--- src/rtl/rbot_moves_pkg.sv ---
// Shared move vocabulary for the solver, sequencer and motor scheduler.
// X/Xi pairs differ only in bit 0, so inverting a move is a single XOR.
package rbot_moves_pkg;

  localparam logic [3:0] MV_NOP = 4'd0;
  localparam logic [3:0] MV_R   = 4'd2;
  localparam logic [3:0] MV_RI  = 4'd3;
  localparam logic [3:0] MV_L   = 4'd4;
  localparam logic [3:0] MV_LI  = 4'd5;
  localparam logic [3:0] MV_F   = 4'd6;
  localparam logic [3:0] MV_FI  = 4'd7;
  localparam logic [3:0] MV_B   = 4'd8;
  localparam logic [3:0] MV_BI  = 4'd9;
  localparam logic [3:0] MV_U   = 4'd10;
  localparam logic [3:0] MV_UI  = 4'd11;
  localparam logic [3:0] MV_D   = 4'd12;
  localparam logic [3:0] MV_DI  = 4'd13;

  localparam int ROM_ADDR_W = 9;
  localparam int ROM_LEN_W  = 6;

  typedef struct packed {
    logic [ROM_ADDR_W-1:0] offset;
    logic [ROM_LEN_W-1:0]  len;
  } move_desc_t;

endpackage

--- src/rtl/move_rom.sv ---
// Combinational batch table: batch index -> {offset, len}, address -> move code.
module move_rom
  import rbot_moves_pkg::*;
#(
  parameter int MOVE_W = 4,
  parameter int IDX_W  = 6,
  parameter int ADDR_W = 9
) (
  input  logic [IDX_W-1:0]  batch_idx,
  input  logic [ADDR_W-1:0] addr,
  output move_desc_t        desc,
  output logic [MOVE_W-1:0] move
);

  // Batches 4 and up share a short two-move verification spin.
  always_comb begin
    desc = '{offset: ROM_ADDR_W'(15), len: ROM_LEN_W'(2)};
    case (int'(batch_idx))
      0: desc = '{offset: ROM_ADDR_W'(0),  len: ROM_LEN_W'(8)};
      1: desc = '{offset: ROM_ADDR_W'(8),  len: ROM_LEN_W'(3)};
      2: desc = '{offset: ROM_ADDR_W'(11), len: ROM_LEN_W'(0)};
      3: desc = '{offset: ROM_ADDR_W'(11), len: ROM_LEN_W'(4)};
      default: ;
    endcase
  end

  always_comb begin
    move = MOVE_W'(MV_NOP);
    case (int'(addr))
      0:  move = MOVE_W'(MV_R);
      1:  move = MOVE_W'(MV_U);
      2:  move = MOVE_W'(MV_RI);
      3:  move = MOVE_W'(MV_UI);
      4:  move = MOVE_W'(MV_F);
      5:  move = MOVE_W'(MV_D);
      6:  move = MOVE_W'(MV_FI);
      7:  move = MOVE_W'(MV_DI);
      8:  move = MOVE_W'(MV_FI);
      9:  move = MOVE_W'(MV_R);
      10: move = MOVE_W'(MV_RI);
      11: move = MOVE_W'(MV_U);
      12: move = MOVE_W'(MV_U);
      13: move = MOVE_W'(MV_LI);
      14: move = MOVE_W'(MV_B);
      15: move = MOVE_W'(MV_L);
      16: move = MOVE_W'(MV_BI);
      default: ;
    endcase
  end

endmodule

--- src/rtl/move_sequencer.sv ---
// Streams one stored move batch over valid/ready, optionally reversed and
// direction-flipped so a batch can be undone.
module move_sequencer
  import rbot_moves_pkg::*;
#(
  parameter int MOVE_W      = 4,
  parameter int NUM_BATCHES = 52,
  parameter int MAX_LEN     = 32,
  parameter int ROM_DEPTH   = 512,
  parameter int IDX_W       = $clog2(NUM_BATCHES),
  parameter int LEN_W       = $clog2(MAX_LEN + 1),
  parameter int ADDR_W      = $clog2(ROM_DEPTH)
) (
  input  logic              clock,
  input  logic              reset_n,
  input  logic              start,
  input  logic [IDX_W-1:0]  batch_idx,
  input  logic              invert,
  output logic              busy,
  output logic              move_valid,
  output logic [MOVE_W-1:0] move,
  output logic              move_last,
  input  logic              move_ready,
  output logic [LEN_W-1:0]  moves_left,
  output logic              done,
  output logic              err
);

  typedef enum logic [1:0] {IDLE, LOAD, STREAM, FINISH} state_t;

  state_t            state;
  logic [ADDR_W-1:0] ptr;
  logic [ADDR_W-1:0] offset_q;
  logic [LEN_W-1:0]  len_q;
  logic              inv_q;

  logic [ADDR_W-1:0] first_ptr;
  logic [ADDR_W-1:0] next_ptr;
  logic [ADDR_W-1:0] rom_addr;
  move_desc_t        rom_desc;
  logic [MOVE_W-1:0] rom_move;
  logic [MOVE_W-1:0] out_move;
  logic              idx_ok;
  logic              xfer;

  assign idx_ok    = int'(batch_idx) < NUM_BATCHES;
  assign xfer      = move_valid & move_ready;
  assign first_ptr = inv_q ? offset_q + ADDR_W'(len_q) - ADDR_W'(1) : offset_q;
  assign next_ptr  = inv_q ? ptr - ADDR_W'(1) : ptr + ADDR_W'(1);
  // The ROM is addressed one move ahead so the next move lands on the transfer edge.
  assign rom_addr  = (state == LOAD) ? first_ptr : next_ptr;
  assign out_move  = rom_move ^ {{(MOVE_W-1){1'b0}}, inv_q};

  move_rom #(
    .MOVE_W (MOVE_W),
    .IDX_W  (IDX_W),
    .ADDR_W (ADDR_W)
  ) u_rom (
    .batch_idx (batch_idx),
    .addr      (rom_addr),
    .desc      (rom_desc),
    .move      (rom_move)
  );

  always_ff @(posedge clock or negedge reset_n) begin
    if (!reset_n) begin
      state      <= IDLE;
      ptr        <= '0;
      offset_q   <= '0;
      len_q      <= '0;
      inv_q      <= 1'b0;
      busy       <= 1'b0;
      move_valid <= 1'b0;
      move       <= '0;
      move_last  <= 1'b0;
      moves_left <= '0;
      done       <= 1'b0;
      err        <= 1'b0;
    end else begin
      err <= 1'b0;
      case (state)
        IDLE: begin
          if (start) begin
            if (idx_ok) begin
              offset_q <= ADDR_W'(rom_desc.offset);
              len_q    <= LEN_W'(rom_desc.len);
              inv_q    <= invert;
              busy     <= 1'b1;
              state    <= LOAD;
            end else begin
              err <= 1'b1;
            end
          end
        end
        LOAD: begin
          if (len_q == '0) begin
            state <= FINISH;
          end else begin
            ptr        <= first_ptr;
            move       <= out_move;
            moves_left <= len_q;
            move_last  <= (len_q == LEN_W'(1));
            move_valid <= 1'b1;
            state      <= STREAM;
          end
        end
        STREAM: begin
          if (xfer) begin
            moves_left <= moves_left - LEN_W'(1);
            if (moves_left == LEN_W'(1)) begin
              move_valid <= 1'b0;
              move_last  <= 1'b0;
              done       <= 1'b1;
              state      <= FINISH;
            end else begin
              ptr       <= next_ptr;
              move      <= out_move;
              move_last <= (moves_left == LEN_W'(2));
            end
          end
        end
        FINISH: begin
          // An empty batch arrives here with done low and spends one cycle raising it.
          if (!done) begin
            done <= 1'b1;
          end else begin
            done  <= 1'b0;
            busy  <= 1'b0;
            state <= IDLE;
            if (start) begin
              if (idx_ok) begin
                offset_q <= ADDR_W'(rom_desc.offset);
                len_q    <= LEN_W'(rom_desc.len);
                inv_q    <= invert;
                busy     <= 1'b1;
                state    <= LOAD;
              end else begin
                err <= 1'b1;
              end
            end
          end
        end
        default: state <= IDLE;
      endcase
    end
  end

endmodule
--- config.mk ---
export PLATFORM = sky130hd
export DESIGN_NAME = move_sequencer
export DESIGN_NICKNAME = d
export VERILOG_FILES = /design/src/rtl/rbot_moves_pkg.sv /design/src/rtl/move_rom.sv /design/src/rtl/move_sequencer.sv
export SDC_FILE = /design/constraint.sdc
export NUM_CORES = 1
export LEC_CHECK = 0
export CAP_MARGIN = 20
export CORE_ASPECT_RATIO = 0.5
export CORE_UTILIZATION = 41
export CTS_CLUSTER_DIAMETER = 120
export DETAILED_ROUTE_END_ITERATION = 10
export PLACE_DENSITY = 0.61
export REMOVE_ABC_BUFFERS = 1
export SLEW_MARGIN = 10
export SYNTH_ARGS = -nofsm -noshare
export SYNTH_HDL_FRONTEND = slang
export SYNTH_HIERARCHICAL = 1
export SYNTH_SLANG_ARGS = --single-unit
--- constraint.sdc ---
create_clock -name clock -period 8.14 [get_ports clock]
set_clock_uncertainty 0.1 [all_clocks]
set_input_delay 2.035 -clock clock [delete_from_list [all_inputs] [get_ports clock]]
set_output_delay 2.035 -clock clock [all_outputs]
set_load 0.05 [all_outputs]
Yosys cells after proc, flatten, opt, wreduce, memory -nomap -nowiden:

Index checks and enable logic that the tools add are counted.
W data, S select, Z words.

* register bits: 42
* bits of input ports: 11
* logic and storage cells: 129

* $add $sub $neg: 5
* magnitude comparators: 1
* equality and inequality tests: 32
* muxes and demuxes: 59
* bitwise operators: 2
* reduce and logical (&&, ||, !) cells: 18

Operators with widths (count)
* $mux W9: 9
* $eq A9 B4 Y1 const B: 8
* $pmux W4 S12: 1
* $pmux W10 S4: 1
* $eq A9 B3 Y1 const B: 4
* $pmux W9 S2: 2
* $mux W6: 5
* $pmux W6 S2: 2
* $mux W1: 23
* $eq A6 B1 Y1 const B: 3
* $eq A6 B2 Y1 const B: 3
* $eq A9 B2 Y1 const B: 2
* $sub A9 B1 Y9 const B: 2
* $ne A2 B2 Y1 const B: 7
* $logic_not A6 Y1: 2
* $mux W4: 3
* $pmux W1 S2: 6
* $reduce_and A4 Y1: 3
* $mux W2: 5
* $add A9 B1 Y9 const B: 1
* $add A9 B6 Y9: 1
* $eq A9 B1 Y1 const B: 1
* $eq A9 B5 Y1 const B: 1
* $logic_not A9 Y1: 1
* other kinds (15): 21

Logic depth before layout (Yosys ltp):

* depth after elaboration: 11
* mapped depth: 17
* depth with buffers taken out: 17

Cells and area by module:

Netlist, hierarchy kept.

Modules (own cells, without submodules)
* move_sequencer: instances 1, cells an instance 346, area each 3086.7 µm², sequential area each 1051.0 µm²
* move_rom: instances 1, cells an instance 38, area each 255.2 µm², sequential area each 0.0 µm²

Worst setup path after synthesis:

Ideal clock, no wire load.

* path type: input -> register
* start point: in batch_idx[3]
* end point: reg len_q[0]
* setup time: 0.125 ns
* data arrival time: 3.183 ns
* data required time: 7.915 ns
* setup slack: 4.732 ns
* cell stages on the path: 4
* cell sequence: o211ai_1 nand4b_1 clkbuf_1 mux2_2

* cells in the longest elaborated chain, start to end: 6
* elaborated cells between the ends (all ways): 10

Ends and longest elaborated chain
* start: declaration: RTL line move_sequencer.sv:17 `input logic [IDX_W-1:0] batch_idx,`
* $eq A6 B2 Y1 (tied with other cells): RTL line move_rom.sv:18 `case (int'(batch_idx))`
* $pmux W10 S4: RTL line move_rom.sv:18
* $mux W6 *: RTL line move_sequencer.sv:84, move_sequencer.sv:131
* $mux W6 *: RTL line move_sequencer.sv:130 `if (start) begin`
* $mux W6: RTL line move_sequencer.sv:124 `if (!done) begin`
* $pmux W6 S2 *: RTL line move_sequencer.sv:81 `case (state)`
* end signal: assignment: RTL line move_sequencer.sv:86 `len_q <= LEN_W'(rom_desc.len);`
* end signal: assignment: RTL line move_sequencer.sv:133 `len_q <= LEN_W'(rom_desc.len);`
* end: declaration: RTL line move_sequencer.sv:34 `logic [LEN_W-1:0] len_q;`

Mark *: on every way between the ends. The rest lies on a longest branch, timed or not. The select of a mux whose other input is x is not followed.
A chain may end at the register's enable or synchronous reset.

Worst setup path in the final report:

* start point: reg inv_q
* end point: reg move[0]

* cells in the longest elaborated chain, start to end: 9
* elaborated cells between the ends (all ways): 30

Ends and longest elaborated chain
* start: declaration: RTL line move_sequencer.sv:35 `logic inv_q;`
* start signal: assignment: RTL line move_sequencer.sv:87 `inv_q <= invert;`
* start signal: assignment: RTL line move_sequencer.sv:134 `inv_q <= invert;`
* $mux W9 (on tied branches): RTL line move_sequencer.sv:49, move_sequencer.sv:48
* $mux W9 *: RTL line move_sequencer.sv:51 `assign rom_addr = (state == LOAD) ? first_ptr : next_ptr;`
* named net rom_addr[8]: RTL line move_sequencer.sv:39 `logic [ADDR_W-1:0] rom_addr;`
* $eq A9 B1 Y1 (tied with other cells): RTL line move_rom.sv:29 `case (int'(addr))`
* $reduce_or A3 Y1 (no line) / $reduce_or A2 Y1 (equally long branches)
* $pmux W4 S12 *: RTL line move_rom.sv:29
* named net rom_move[0]: RTL line move_sequencer.sv:41 `logic [MOVE_W-1:0] rom_move;`
* $xor A4 B1 Y4 *: RTL line move_sequencer.sv:52 `assign out_move = rom_move ^ {{(MOVE_W-1){1'b0}}, inv_q};`
* $mux W4: RTL line move_sequencer.sv:110 `if (moves_left == LEN_W'(1)) begin`
* $mux W4: RTL line move_sequencer.sv:108 `if (xfer) begin`
* $pmux W4 S2 *: RTL line move_sequencer.sv:81
* end signal: assignment: RTL line move_sequencer.sv:100 `move <= out_move;`
* end signal: assignment: RTL line move_sequencer.sv:117 `move <= out_move;`
* end: declaration: RTL line move_sequencer.sv:21 `output logic [MOVE_W-1:0] move,`

Mark *: on every way through the listed nets, which the timed path passes. The rest lies on a longest branch. The select of a mux whose other input is x is not followed.

==> impl_metrics.ini <==
[timing]
fmax_mhz = 226
hold_viol = 0
setup_ws_ns = 3.71
rsz0062_at_grt = no
tns_ns = 0
period_needed_ns = 4.43
drv_slew = 0
setup_viol = 0
tightest_slew_ns = 0.997
maxSlewHeadroom_pct = 33.6
fin_crit_sh_pct = 54.4

[final_layout]
multi_input_area_mm2 = 0.00204
syn_to_final_growth_pct = 14.4
fillers = 726
layout.nets = 446
layout-drive-gt1-share_pct = 11.1
n_antenna_cell = 0
seq_area_mm2 = 0.00105

[status]
status = completed

[die]
initial_core_util_pct = 44.0
die_h_um = 65.8
coreArea_mm2 = 0.00760
fp-row-count = 22
io_pins = 26
die_w_um = 130
die_area_mm2 = 0.00854

[yosys]
synth_compound_area_share_pct = 16.7
netlist_instances = 384
synth_area_leaders = dfrtp_1 (31%), ha_1 (10%), mux2_2 (7.1%), mux2i_1 (4.8%), inv_1 (4.6%)
yosys.area_share.adder_pct = 11.7
synth.top_cell.area_share_pct = 31.4
synth-xor-area-share_pct = 2.36
yosysTopAreaCell = dfrtp_1
yosysWarnings = 6
yosys.area_share.simple_pct = 17.6
synth_flop_cell = dfrtp_1
synthMuxAreaShare_pct = 11.9
yosys.cell_count.top_type = dfrtp_1
synth_edf_count = 0
synth_top_family_by_area = simple AND/OR/NAND/NOR gates
ys_seq_area_share_pct = 31.4
synth_area_per_cell_um2 = 8.70
synthTopCellsByCount = dfrtp_1 (42), inv_1 (41), nand2_1 (40)
synth_area_mm2 = 0.00334
yosysUniqueCellTypes = 58
synth-async-reset-ratio_pct = 100
ys_ff_latch = 42

[placement]
dp_hpwl_um = 5790
port_buffers = 25
dp_worst_setup_slack_ns = 3.54
gp_congestion = 0.857

[cts]
cts_hold_buf = 0
clk_pin_slew_ns = 0.06
htreeDepth = 2
clock_latency_ns = 0.29
clkSinkCount = 42
post_cts_buffers = 0
ctsResizeCount = 0
cts.path.max_buffers = 2
cts_tree = done
cts_buffers = 5
cts_root_buf = clkbuf_16

[grt]
grtUsageTotal_pct = 19.4
grt_pass1_vias = 2619
grt_pass1_wl_um = 12500
antenna_found_initial = 0
grt_max_degree = 43
grt.met3_usage_pct = 3.72
overflow = 0
met1_usage_pct = 25.7
gr-usage-met2_pct = 32.4
top_usage_layer = met2

[setup_path]
worstPathMaxFanout = 19
critPathArrivalTime_ns = 4.48
critPathRequiredTime_ns = 8.19
critical_path.endpoint_type = flip-flop
start_kind = flip-flop
crit_type = flip-flop to flip-flop
reg2reg_from = inv_q
cp-startpoint = inv_q

[route]
dr.first_iter.drc_count = 137
via_per_inst = 5.33
drtAntennaViolNets = 0
avgRoutedWirePerCell_um = 14.9
dr_total_vias = 2738
wl_um = 7640
drc = 0
drt_pre_antenna_iters = 4

[job]
maxCapViolCount = 0

[hold_path]
hold_class = flip-flop to flip-flop
worstHoldStart = move[1]
==> registers in the layout (all words and copies together), names as in the netlist, 2 cells and up <==
register	cells
len_q	6
move	4
ptr	9
offset_q	9
state	2
moves_left	6
==> placed cells by master, fill, tap and decap left out, types with 8 or more instances in the layout <==
| cell type | synthesis | layout |
|---|---|---|
| ha_1 | 28 | 28 |
| nor2_1 | 27 | 27 |
| nand3_1 | 10 | 10 |
| nand2_1 | 40 | 40 |
| o21ai_0 | 25 | 25 |
| mux2i_1 | 16 | 16 |
| mux2_2 | 21 | 21 |
| dfrtp_1 | 42 | 42 |
| clkdlybuf4s50_1 | 0 | 24 |
| nor3_1 | 8 | 8 |
| a21oi_1 | 20 | 20 |
| inv_1 | 41 | 41 |
==> worst max-delay path, stage by stage, from the launching register on <==
cell      delay, ns
dfrtp_1        0.84
clkinv_1       0.51
fa_1           0.56
nor2b_1        0.21
o21ai_0        0.22
a21o_2         0.27
xnor2_1        0.18
mux2_2         0.19
a221oi_2       0.06
nor4_2         0.45
nand2b_1       0.18
o22ai_1        0.26
xnor2_1        0.14
o21ai_0        0.10
==> worst paths after layout <==
path	end	cells past startpoint	slack [ns]
worst min register to register	move[1]	2	0.38
max in group asynchronous	move[2]	2	5.90
worst max-delay path	move[0]	13	3.71
worst max register to register	move[0]	13	3.71
worst min-delay path	move[1]	2	0.38
min in group asynchronous	len_q[1]	1	1.56
==> per-layer routing <==
metal / up-vias / wire (um)
met1: 1290 / 3740
met4: 0 / 80
met3: 7 / 328
met2: 61 / 3500
li1: 1380 / -
met5: - / 0
==> per-stage QoR <==
step / std cells / area [um^2] / utilization, % / hold slack (ns)
4_1_cts: 513 / 3800 / 50.0 / 0.387
2_1_floorplan: 372 / 3260 / - / 0.345
3_5_place_dp: 505 / 3640 / 47.9 / 0.372
6_report: 514 / 3820 / 50.3 / 0.379
5_1_grt: 514 / 3820 / 50.3 / 0.416
3_3_place_gp: 505 / 3640 / 47.9 / 0.366
==> final cells by class <==
cell class | count | area share (%)
repair buffers | 26 | 6.94
inverters | 45 | 4.42
clock buffers | 6 | 3.37
well taps | 108 | 3.54
multi-input cells | 285 | 53.3
flip-flops and latches | 42 | 27.5
clock inverters | 2 | 0.982
==> cells by family (layout without fill, tap and decap cells) <==
logic type,Yosys count,after routing
other,1,7
adders and majority gates,30,30
buffers and inverters,63,79
xor gates and xnor gates,9,9
DFF,42,42
and+or+nand+nor,116,116
AOI/OAI and AO/OA,86,86
muxes,37,37
Power is left out: the tool's default activity adds up to more than one toggle a clock period on the data nets, which glitch-free logic cannot reach.
